--- src/rtl/tsp_ctrl_pkg.sv ---
// Shared types and widths for the TSP search job controller.
//   KEY_W  : key word width {flags, byte}
//   RES_W  : result offset width
//   CNT_W  : match / read counter width
//   state_t and St* : controller FSM encoding
package tsp_ctrl_pkg;

  localparam int unsigned KEY_W = 14;
  localparam int unsigned RES_W = 16;
  localparam int unsigned CNT_W = 32;

  typedef logic [2:0] state_t;

  localparam state_t StIdle    = 3'd0;
  localparam state_t StLoad    = 3'd1;
  localparam state_t StStart   = 3'd2;
  localparam state_t StWaitCnt = 3'd3;
  localparam state_t StDrain   = 3'd4;
  localparam state_t StFinish  = 3'd5;

endpackage

--- src/rtl/tsp_result_fifo.sv ---
// Result skid FIFO: Depth entries of {last, data}, synchronous reset and flush.
//   clk_i, rst_i     : clock, synchronous active-high reset
//   flush_i          : empty the FIFO (takes priority over push/pop)
//   push_i, wdata_i, wlast_i : write side
//   pop_i            : read side, head shown on rdata_o/rlast_o
//   empty_o, count_o : occupancy
// Push while full is accepted only together with a pop (count unchanged).
module tsp_result_fifo
  import tsp_ctrl_pkg::*;
#(
  parameter int unsigned Depth = 8,
  localparam int unsigned PtrW = (Depth > 1) ? $clog2(Depth) : 1,
  localparam int unsigned CntW = $clog2(Depth + 1)
) (
  input  logic             clk_i,
  input  logic             rst_i,
  input  logic             flush_i,
  input  logic             push_i,
  input  logic [RES_W-1:0] wdata_i,
  input  logic             wlast_i,
  input  logic             pop_i,
  output logic [RES_W-1:0] rdata_o,
  output logic             rlast_o,
  output logic             empty_o,
  output logic [CntW-1:0]  count_o
);

  logic [RES_W:0]  mem_q [Depth];
  logic [PtrW-1:0] wptr_q, wptr_d, rptr_q, rptr_d;
  logic [CntW-1:0] count_q, count_d;
  logic            do_push, do_pop;

  always_comb begin
    do_pop  = pop_i && (count_q != '0);
    do_push = push_i && ((count_q != CntW'(Depth)) || do_pop);
    wptr_d  = wptr_q;
    rptr_d  = rptr_q;
    count_d = count_q;
    if (flush_i) begin
      wptr_d  = '0;
      rptr_d  = '0;
      count_d = '0;
    end else begin
      if (do_push) wptr_d = wptr_q + 1'b1;
      if (do_pop)  rptr_d = rptr_q + 1'b1;
      case ({do_push, do_pop})
        2'b10:   count_d = count_q + 1'b1;
        2'b01:   count_d = count_q - 1'b1;
        default: count_d = count_q;
      endcase
    end
  end

  always_ff @(posedge clk_i) begin
    if (rst_i) begin
      wptr_q  <= '0;
      rptr_q  <= '0;
      count_q <= '0;
    end else begin
      wptr_q  <= wptr_d;
      rptr_q  <= rptr_d;
      count_q <= count_d;
    end
  end

  // Storage needs no reset; occupancy alone decides validity.
  always_ff @(posedge clk_i) begin
    if (do_push && !flush_i) mem_q[wptr_q] <= {wlast_i, wdata_i};
  end

  assign rdata_o = mem_q[rptr_q][RES_W-1:0];
  assign rlast_o = mem_q[rptr_q][RES_W];
  assign empty_o = (count_q == '0);
  assign count_o = count_q;

endmodule

--- src/rtl/tsp_search_ctrl.sv ---
// Sequences one TSP search job: key load -> start -> wait match count -> drain results.
//   Command  : CMD_VALID/READY, CMD_BYTEMODE, CMD_KEYLEN (latched on accept)
//   Keys     : KEY_VALID/READY/DATA passed straight to BUFFER_WREN/BUFFER_IKEY
//   key_buffer: BUFFER_START, BUFFER_BYTEMODE, ICONTINUE
//   Core     : MATCH_COUNT(_VALID), IRDEN, ODATA(VALID)
//   Host     : RES_VALID/READY/DATA/LAST
//   Status   : BUSY, DONE (1-cycle), TIMEOUT_ERR (sticky), MATCHES
module tsp_search_ctrl
  import tsp_ctrl_pkg::*;
#(
  parameter int unsigned KEY_MAX     = 256,
  parameter int unsigned TIMEOUT_CYC = 2**20,
  parameter int unsigned RES_DEPTH   = 8
) (
  input  logic             ICLK,
  input  logic             IRESET,
  input  logic             CMD_VALID,
  output logic             CMD_READY,
  input  logic [1:0]       CMD_BYTEMODE,
  input  logic [8:0]       CMD_KEYLEN,
  input  logic             KEY_VALID,
  output logic             KEY_READY,
  input  logic [KEY_W-1:0] KEY_DATA,
  output logic             BUFFER_START,
  output logic [1:0]       BUFFER_BYTEMODE,
  output logic [KEY_W-1:0] BUFFER_IKEY,
  output logic             BUFFER_WREN,
  output logic             ICONTINUE,
  input  logic [CNT_W-1:0] MATCH_COUNT,
  input  logic             MATCH_COUNT_VALID,
  output logic             IRDEN,
  input  logic [RES_W-1:0] ODATA,
  input  logic             ODATAVALID,
  output logic             RES_VALID,
  input  logic             RES_READY,
  output logic [RES_W-1:0] RES_DATA,
  output logic             RES_LAST,
  output logic             BUSY,
  output logic             DONE,
  output logic             TIMEOUT_ERR,
  output logic [CNT_W-1:0] MATCHES
);

  localparam int unsigned     FCntW   = $clog2(RES_DEPTH + 1);
  localparam int unsigned     WdW     = $clog2(TIMEOUT_CYC + 1);
  localparam logic [FCntW-1:0] FifoCap = FCntW'(RES_DEPTH);
  localparam logic [WdW-1:0]  WdLast  = WdW'(TIMEOUT_CYC - 1);

  state_t           state_q, state_d;
  logic [1:0]       mode_q, mode_d;
  logic [8:0]       keylen_q, keylen_d;
  logic [8:0]       key_cnt_q, key_cnt_d;
  logic [WdW-1:0]   wd_q, wd_d;
  logic [CNT_W-1:0] matches_q, matches_d;
  logic [CNT_W-1:0] issued_q, issued_d;
  logic [CNT_W-1:0] received_q, received_d;
  logic             outstanding_q, outstanding_d;
  logic             timeout_q, timeout_d;

  logic             rd_issue, rd_return;
  logic             fifo_empty, fifo_last;
  logic [RES_W-1:0] fifo_data;
  logic [FCntW-1:0] fifo_count;

  // With no read outstanding, "count + outstanding < depth" reduces to count < depth.
  assign rd_issue  = (state_q == StDrain) && !outstanding_q && (issued_q < matches_q) &&
                     (fifo_count < FifoCap);
  assign rd_return = outstanding_q && ODATAVALID;

  always_comb begin
    state_d       = state_q;
    mode_d        = mode_q;
    keylen_d      = keylen_q;
    key_cnt_d     = key_cnt_q;
    wd_d          = wd_q;
    matches_d     = matches_q;
    issued_d      = issued_q;
    received_d    = received_q;
    outstanding_d = outstanding_q;
    timeout_d     = timeout_q;
    unique case (state_q)
      StIdle: begin
        if (CMD_VALID) begin
          mode_d    = CMD_BYTEMODE;
          key_cnt_d = '0;
          timeout_d = 1'b0;
          if (CMD_KEYLEN == '0)                  keylen_d = 9'd1;
          else if (32'(CMD_KEYLEN) > KEY_MAX)    keylen_d = 9'(KEY_MAX);
          else                                   keylen_d = CMD_KEYLEN;
          state_d = StLoad;
        end
      end
      StLoad: begin
        if (KEY_VALID) begin
          key_cnt_d = key_cnt_q + 9'd1;
          if (key_cnt_q + 9'd1 == keylen_q) state_d = StStart;
        end
      end
      StStart: begin
        wd_d          = '0;
        issued_d      = '0;
        received_d    = '0;
        outstanding_d = 1'b0;
        state_d       = StWaitCnt;
      end
      StWaitCnt: begin
        if (MATCH_COUNT_VALID) begin
          matches_d = MATCH_COUNT;
          state_d   = (MATCH_COUNT == '0) ? StFinish : StDrain;
        end else if (wd_q == WdLast) begin
          timeout_d = 1'b1;
          state_d   = StFinish;
        end else begin
          wd_d = wd_q + 1'b1;
        end
      end
      StDrain: begin
        if ((received_q == matches_q) && fifo_empty) begin
          state_d = StFinish;
        end else if (rd_issue) begin
          outstanding_d = 1'b1;
          issued_d      = issued_q + 1'b1;
          wd_d          = '0;
        end else if (rd_return) begin
          outstanding_d = 1'b0;
          received_d    = received_q + 1'b1;
        end else if (outstanding_q) begin
          if (wd_q == WdLast) begin
            timeout_d = 1'b1;
            state_d   = StFinish;
          end else begin
            wd_d = wd_q + 1'b1;
          end
        end
      end
      StFinish: begin
        outstanding_d = 1'b0;
        state_d       = StIdle;
      end
      default: state_d = StIdle;
    endcase
  end

  always_ff @(posedge ICLK) begin
    if (IRESET) begin
      state_q       <= StIdle;
      mode_q        <= '0;
      keylen_q      <= '0;
      key_cnt_q     <= '0;
      wd_q          <= '0;
      matches_q     <= '0;
      issued_q      <= '0;
      received_q    <= '0;
      outstanding_q <= 1'b0;
      timeout_q     <= 1'b0;
    end else begin
      state_q       <= state_d;
      mode_q        <= mode_d;
      keylen_q      <= keylen_d;
      key_cnt_q     <= key_cnt_d;
      wd_q          <= wd_d;
      matches_q     <= matches_d;
      issued_q      <= issued_d;
      received_q    <= received_d;
      outstanding_q <= outstanding_d;
      timeout_q     <= timeout_d;
    end
  end

  // FINISH flushes leftovers from an aborted drain; a clean finish already has it empty.
  tsp_result_fifo #(
    .Depth (RES_DEPTH)
  ) u_res_fifo (
    .clk_i   (ICLK),
    .rst_i   (IRESET),
    .flush_i (state_q == StFinish),
    .push_i  (rd_return),
    .wdata_i (ODATA),
    .wlast_i (received_q + 1'b1 == matches_q),
    .pop_i   (RES_VALID && RES_READY),
    .rdata_o (fifo_data),
    .rlast_o (fifo_last),
    .empty_o (fifo_empty),
    .count_o (fifo_count)
  );

  assign CMD_READY       = (state_q == StIdle);
  assign KEY_READY       = (state_q == StLoad);
  assign BUFFER_WREN     = KEY_READY && KEY_VALID;
  assign BUFFER_IKEY     = BUFFER_WREN ? KEY_DATA : '0;
  assign BUFFER_START    = (state_q == StStart);
  assign BUFFER_BYTEMODE = mode_q;
  assign ICONTINUE       = (state_q == StFinish);
  assign DONE            = (state_q == StFinish);
  assign BUSY            = (state_q != StIdle);
  assign IRDEN           = rd_issue;
  assign RES_VALID       = !fifo_empty;
  assign RES_DATA        = RES_VALID ? fifo_data : '0;
  assign RES_LAST        = RES_VALID && fifo_last;
  assign TIMEOUT_ERR     = timeout_q;
  assign MATCHES         = matches_q;

endmodule

--- config.mk ---
export PLATFORM = sky130hd
export DESIGN_NAME = tsp_search_ctrl
export DESIGN_NICKNAME = d
export VERILOG_FILES = /design/src/rtl/tsp_ctrl_pkg.sv /design/src/rtl/tsp_result_fifo.sv /design/src/rtl/tsp_search_ctrl.sv
export SDC_FILE = /design/constraint.sdc
export NUM_CORES = 1
export LEC_CHECK = 0
export BUFFER_PORTS_ARGS = -buffer_cell sky130_fd_sc_hd__buf_2
export CAP_MARGIN = 20
export CORE_AREA = 2 2 187 189
export CTS_CLUSTER_DIAMETER = 40
export DETAILED_ROUTE_END_ITERATION = 16
export DIE_AREA = 0 0 189 191
export HOLD_SLACK_MARGIN = 0.05
export SKIP_LAST_GASP = 1
export SYNTH_ARGS = -nofsm -noshare
export SYNTH_HDL_FRONTEND = slang
export SYNTH_HIERARCHICAL = 1
export SYNTH_SLANG_ARGS = --single-unit
--- constraint.sdc ---
create_clock -name ICLK -period 8.38 [get_ports ICLK]
set_clock_uncertainty 0.2 [all_clocks]
set_input_delay 1.257 -clock ICLK [delete_from_list [all_inputs] [get_ports ICLK]]
set_output_delay 1.257 -clock ICLK [all_outputs]
set_load 0.03 [all_outputs]
==> results_dict.tcl <==
set metrics [dict create \
    final_core_util_pct 51.5 \
    grt_util_met3_pct 3.97 \
    cap_violations 0 \
    area_growth_pct 18.6 \
    multi_input_area_sq_um 7150 \
    yosysWarnings 6 \
    ctsResizeCount 0 \
    grtUsageMet1_pct 28.9 \
    ir_drop_uv 213 \
    leakage_nw 6.86 \
    setup_tns_ns 0 \
    cts_max_path_buffers 3 \
    numPortBuffers 154 \
    cts_tree "yes" \
    critPathCapture "IRDEN" \
    hold_viol 0 \
    synth_enable_flop_cells 136 \
    hold_class "flop to flop" \
    fp.coreArea_sq_um 34100 \
    tightest_slew_ns 1.08 \
    routabilityCongestion 0.935 \
    start_util_pct 43.4 \
    rsz0062_at_grt "no" \
    layout.cells.non_filler 2078 \
    wirelength_um 38300 \
    first_iter_violations 949 \
    fp.dieH_um 191 \
    die_x_um 189 \
    vias 11500 \
    io-pin-count 155 \
    drive_above_1_share_pct 18.7 \
    critPathLaunchType "flop" \
    drcViolationCount 0 \
    drv_slew 0 \
    htree_levels 2 \
    min_from "BUFFER_BYTEMODE[0]" \
    fp-row-count 68 \
    cp_max_fo 11 \
    max_freq_ghz 0.222 \
    cts_made_buffers 42 \
    grt_overflow 0 \
    synth_ff_type "dfxtp_1" \
    finalCriticalPeriod_ns 4.51 \
    arrival_ns 3.05 \
    synth_cell_types 72 \
    gr-max-usage-layer "met2" \
    grt.total_usage_pct 21.1 \
    finalPower_w 0.00372 \
    rrSetupSlack_ns 3.91 \
    post-cts-setup-buffers 0 \
    seq_area_sq_um 7190 \
    nFillCells 3075 \
    grt_pass1_wl_um 60300 \
    async_flop_share_pct 0 \
    critPathRequiredTime_ns 6.92 \
    numClockSinks 291 \
    dp_cells 1999 \
    avgSynthCellArea_sq_um 10.2 \
    n_antenna_cell 0 \
    ys_ff_latch 291 \
    maxSlewHeadroom_pct 28.2 \
    gr-usage-met2_pct 33.8 \
    r2r_start "received_q[0]" \
    synth_nets 1570 \
    run_status "complete, no violations" \
    clock_latency_ns 0.54 \
    vias_per_cell 5.53 \
    cp-end-kind "primary output" \
    criticalPathCategory "flop to primary output" \
    nNetsFinal 1710 \
    p_per_area_nw_per_um2 212 \
    r2r-end "u_res_fifo/mem_q[3][16]" \
    die-area_sq_um 36100 \
    most-common-layout-cells "dfxtp_1 (154), buf_2 (154), nor2_1 (147)" \
    antenna_found_initial 1 \
    fin_crit_sh_pct 53.8 \
    reg2reg_depth 10 \
    first_pass_iters 5 \
    wl_per_cell_um 18.5 \
    ant_nets 0 \
    root_buffer "clkbuf_16" \
    yosysSeqAreaShare_pct 48.5 \
    clkSlewWorstSetupHoldPaths_ns 0.05 \
    cts_hold_buf 0 \
    hpwl_um 26400 \
    syn-cell-area_sq_um 14800 \
    crit_start "state_q[2]" \
    grt_pass1_vias 10800 \
    setup_viol 0 \
    grt_max_degree 65 \
    synth_cells 1449 \
    timing.hold.ws_ns 0.256 \
]
==> Yosys cell counts, drive strengths merged (6+ instances only) <==
| cell type | number | area (sq um) |
|---|---|---|
| nand2 | 136 | 510 |
| edfxtp | 136 | 4080 |
| clkbuf | 69 | 259 |
| inv | 43 | 161 |
| and4 | 10 | 87.6 |
| nor3b | 11 | 82.6 |
| xor2 | 72 | 631 |
| mux4 | 34 | 856 |
| o211ai | 10 | 75.1 |
| nor2 | 151 | 567 |
| nand4 | 34 | 213 |
| mux2i | 18 | 180 |
| buf | 13 | 92.6 |
| and3 | 52 | 325 |
| a21oi | 102 | 510 |
| nor4b | 8 | 70.1 |
| xnor2 | 49 | 429 |
| nor4 | 32 | 200 |
| nand3b | 8 | 60.1 |
| nand2b | 9 | 56.3 |
| nor3 | 18 | 90.1 |
| o21ai | 43 | 219 |
| or4 | 11 | 82.6 |
| or3 | 18 | 118 |
| o2111ai | 9 | 78.8 |
| dfxtp | 155 | 3100 |
| nand3 | 40 | 200 |
| ha | 40 | 500 |
| and2 | 15 | 93.8 |
| mux2 | 18 | 203 |
| nor2b | 21 | 131 |
| a31oi | 6 | 37.5 |
==> worst max-delay path: stages (launching register included) <==
cell	delay, ns
dfxtp_1	0.49
or3b_1	0.60
or4_1	0.48
a211oi_2	0.19
nand4_1	0.17
nor2_1	0.13
buf_4	0.19
buf_2	0.26
==> final cells by class <==
type                       instances  share of cell area [%]
clock inverter                    26                    1.77
timing repair buffer             178                    5.70
tap                              455                    3.24
multi-input combinational       1032                    40.7
clock buffer                      52                    6.78
sequential                       291                    40.9
inverter                          44                   0.940
==> logic make-up (layout without fill, tap and decap cells) <==
family                   count (synthesis)  in the layout  share of synthesized area, %
flip-flops                             291            291                          48.5
AND/OR/NAND/NOR                        586            586                          20.2
AO/OA/AOI/OAI                          214            214                          8.74
buffers and inverters                  126            300                          3.49
adder cells (fa/ha/maj)                 41             41                          3.51
multiplexers                            70             70                          8.36
XOR/XNOR                               121            121                          7.15
==> routing by layer <==
layer,wire length (um),vias to the layer above
met1,17300,5487
met3,2560,63
met2,17600,358
met5,13,-
met4,950,2
li1,-,5586
==> through the flow <==
stage,setup slack (ns),area (sq um)
2_1_floorplan,4.20,14800
3_3_place_gp,4.13,16000
3_5_place_dp,3.97,16000
4_1_cts,3.87,17500
5_1_grt,3.60,17600
6_report,3.87,17600
==> report_power, final <==
| group | total, W | leakage [nW] | switching, W | internal [W] |
|---|---|---|---|---|
| combinational | 0.000364 | 3.64 | 0.000245 | 0.000119 |
| sequential | 0.00153 | 2.48 | 0.0000282 | 0.00150 |
| clock | 0.00182 | 0.733 | 0.000674 | 0.00115 |
| total | 0.00372 | 6.86 | 0.000947 | 0.00277 |
==> state kept, by name, summed over array words and instances (netlist names), 4 cells and up, named ones only <==
register and flops:
received_q 32, keylen_q 9, u_res_fifo/count_o 4, u_res_fifo/mem_q 136, wd_q 21, key_cnt_q 9
issued_q 32, MATCHES 32
==> how the worst min path moves through the flow <==
| stage | endpoint | slack (ns) | cells after the start |
|---|---|---|---|
| 2_1_floorplan | wd_q[9] | 0.25 | 2 |
| 6_report | BUFFER_BYTEMODE[0] | 0.26 | 2 |
| 3_5_place_dp | BUFFER_BYTEMODE[0] | 0.25 | 2 |
| 4_1_cts | BUFFER_BYTEMODE[0] | 0.26 | 2 |
| 3_3_place_gp | BUFFER_BYTEMODE[1] | 0.24 | 2 |
| 5_1_grt | BUFFER_BYTEMODE[0] | 0.29 | 2 |
No activity file was read; power rests on OpenSTA's default activity.
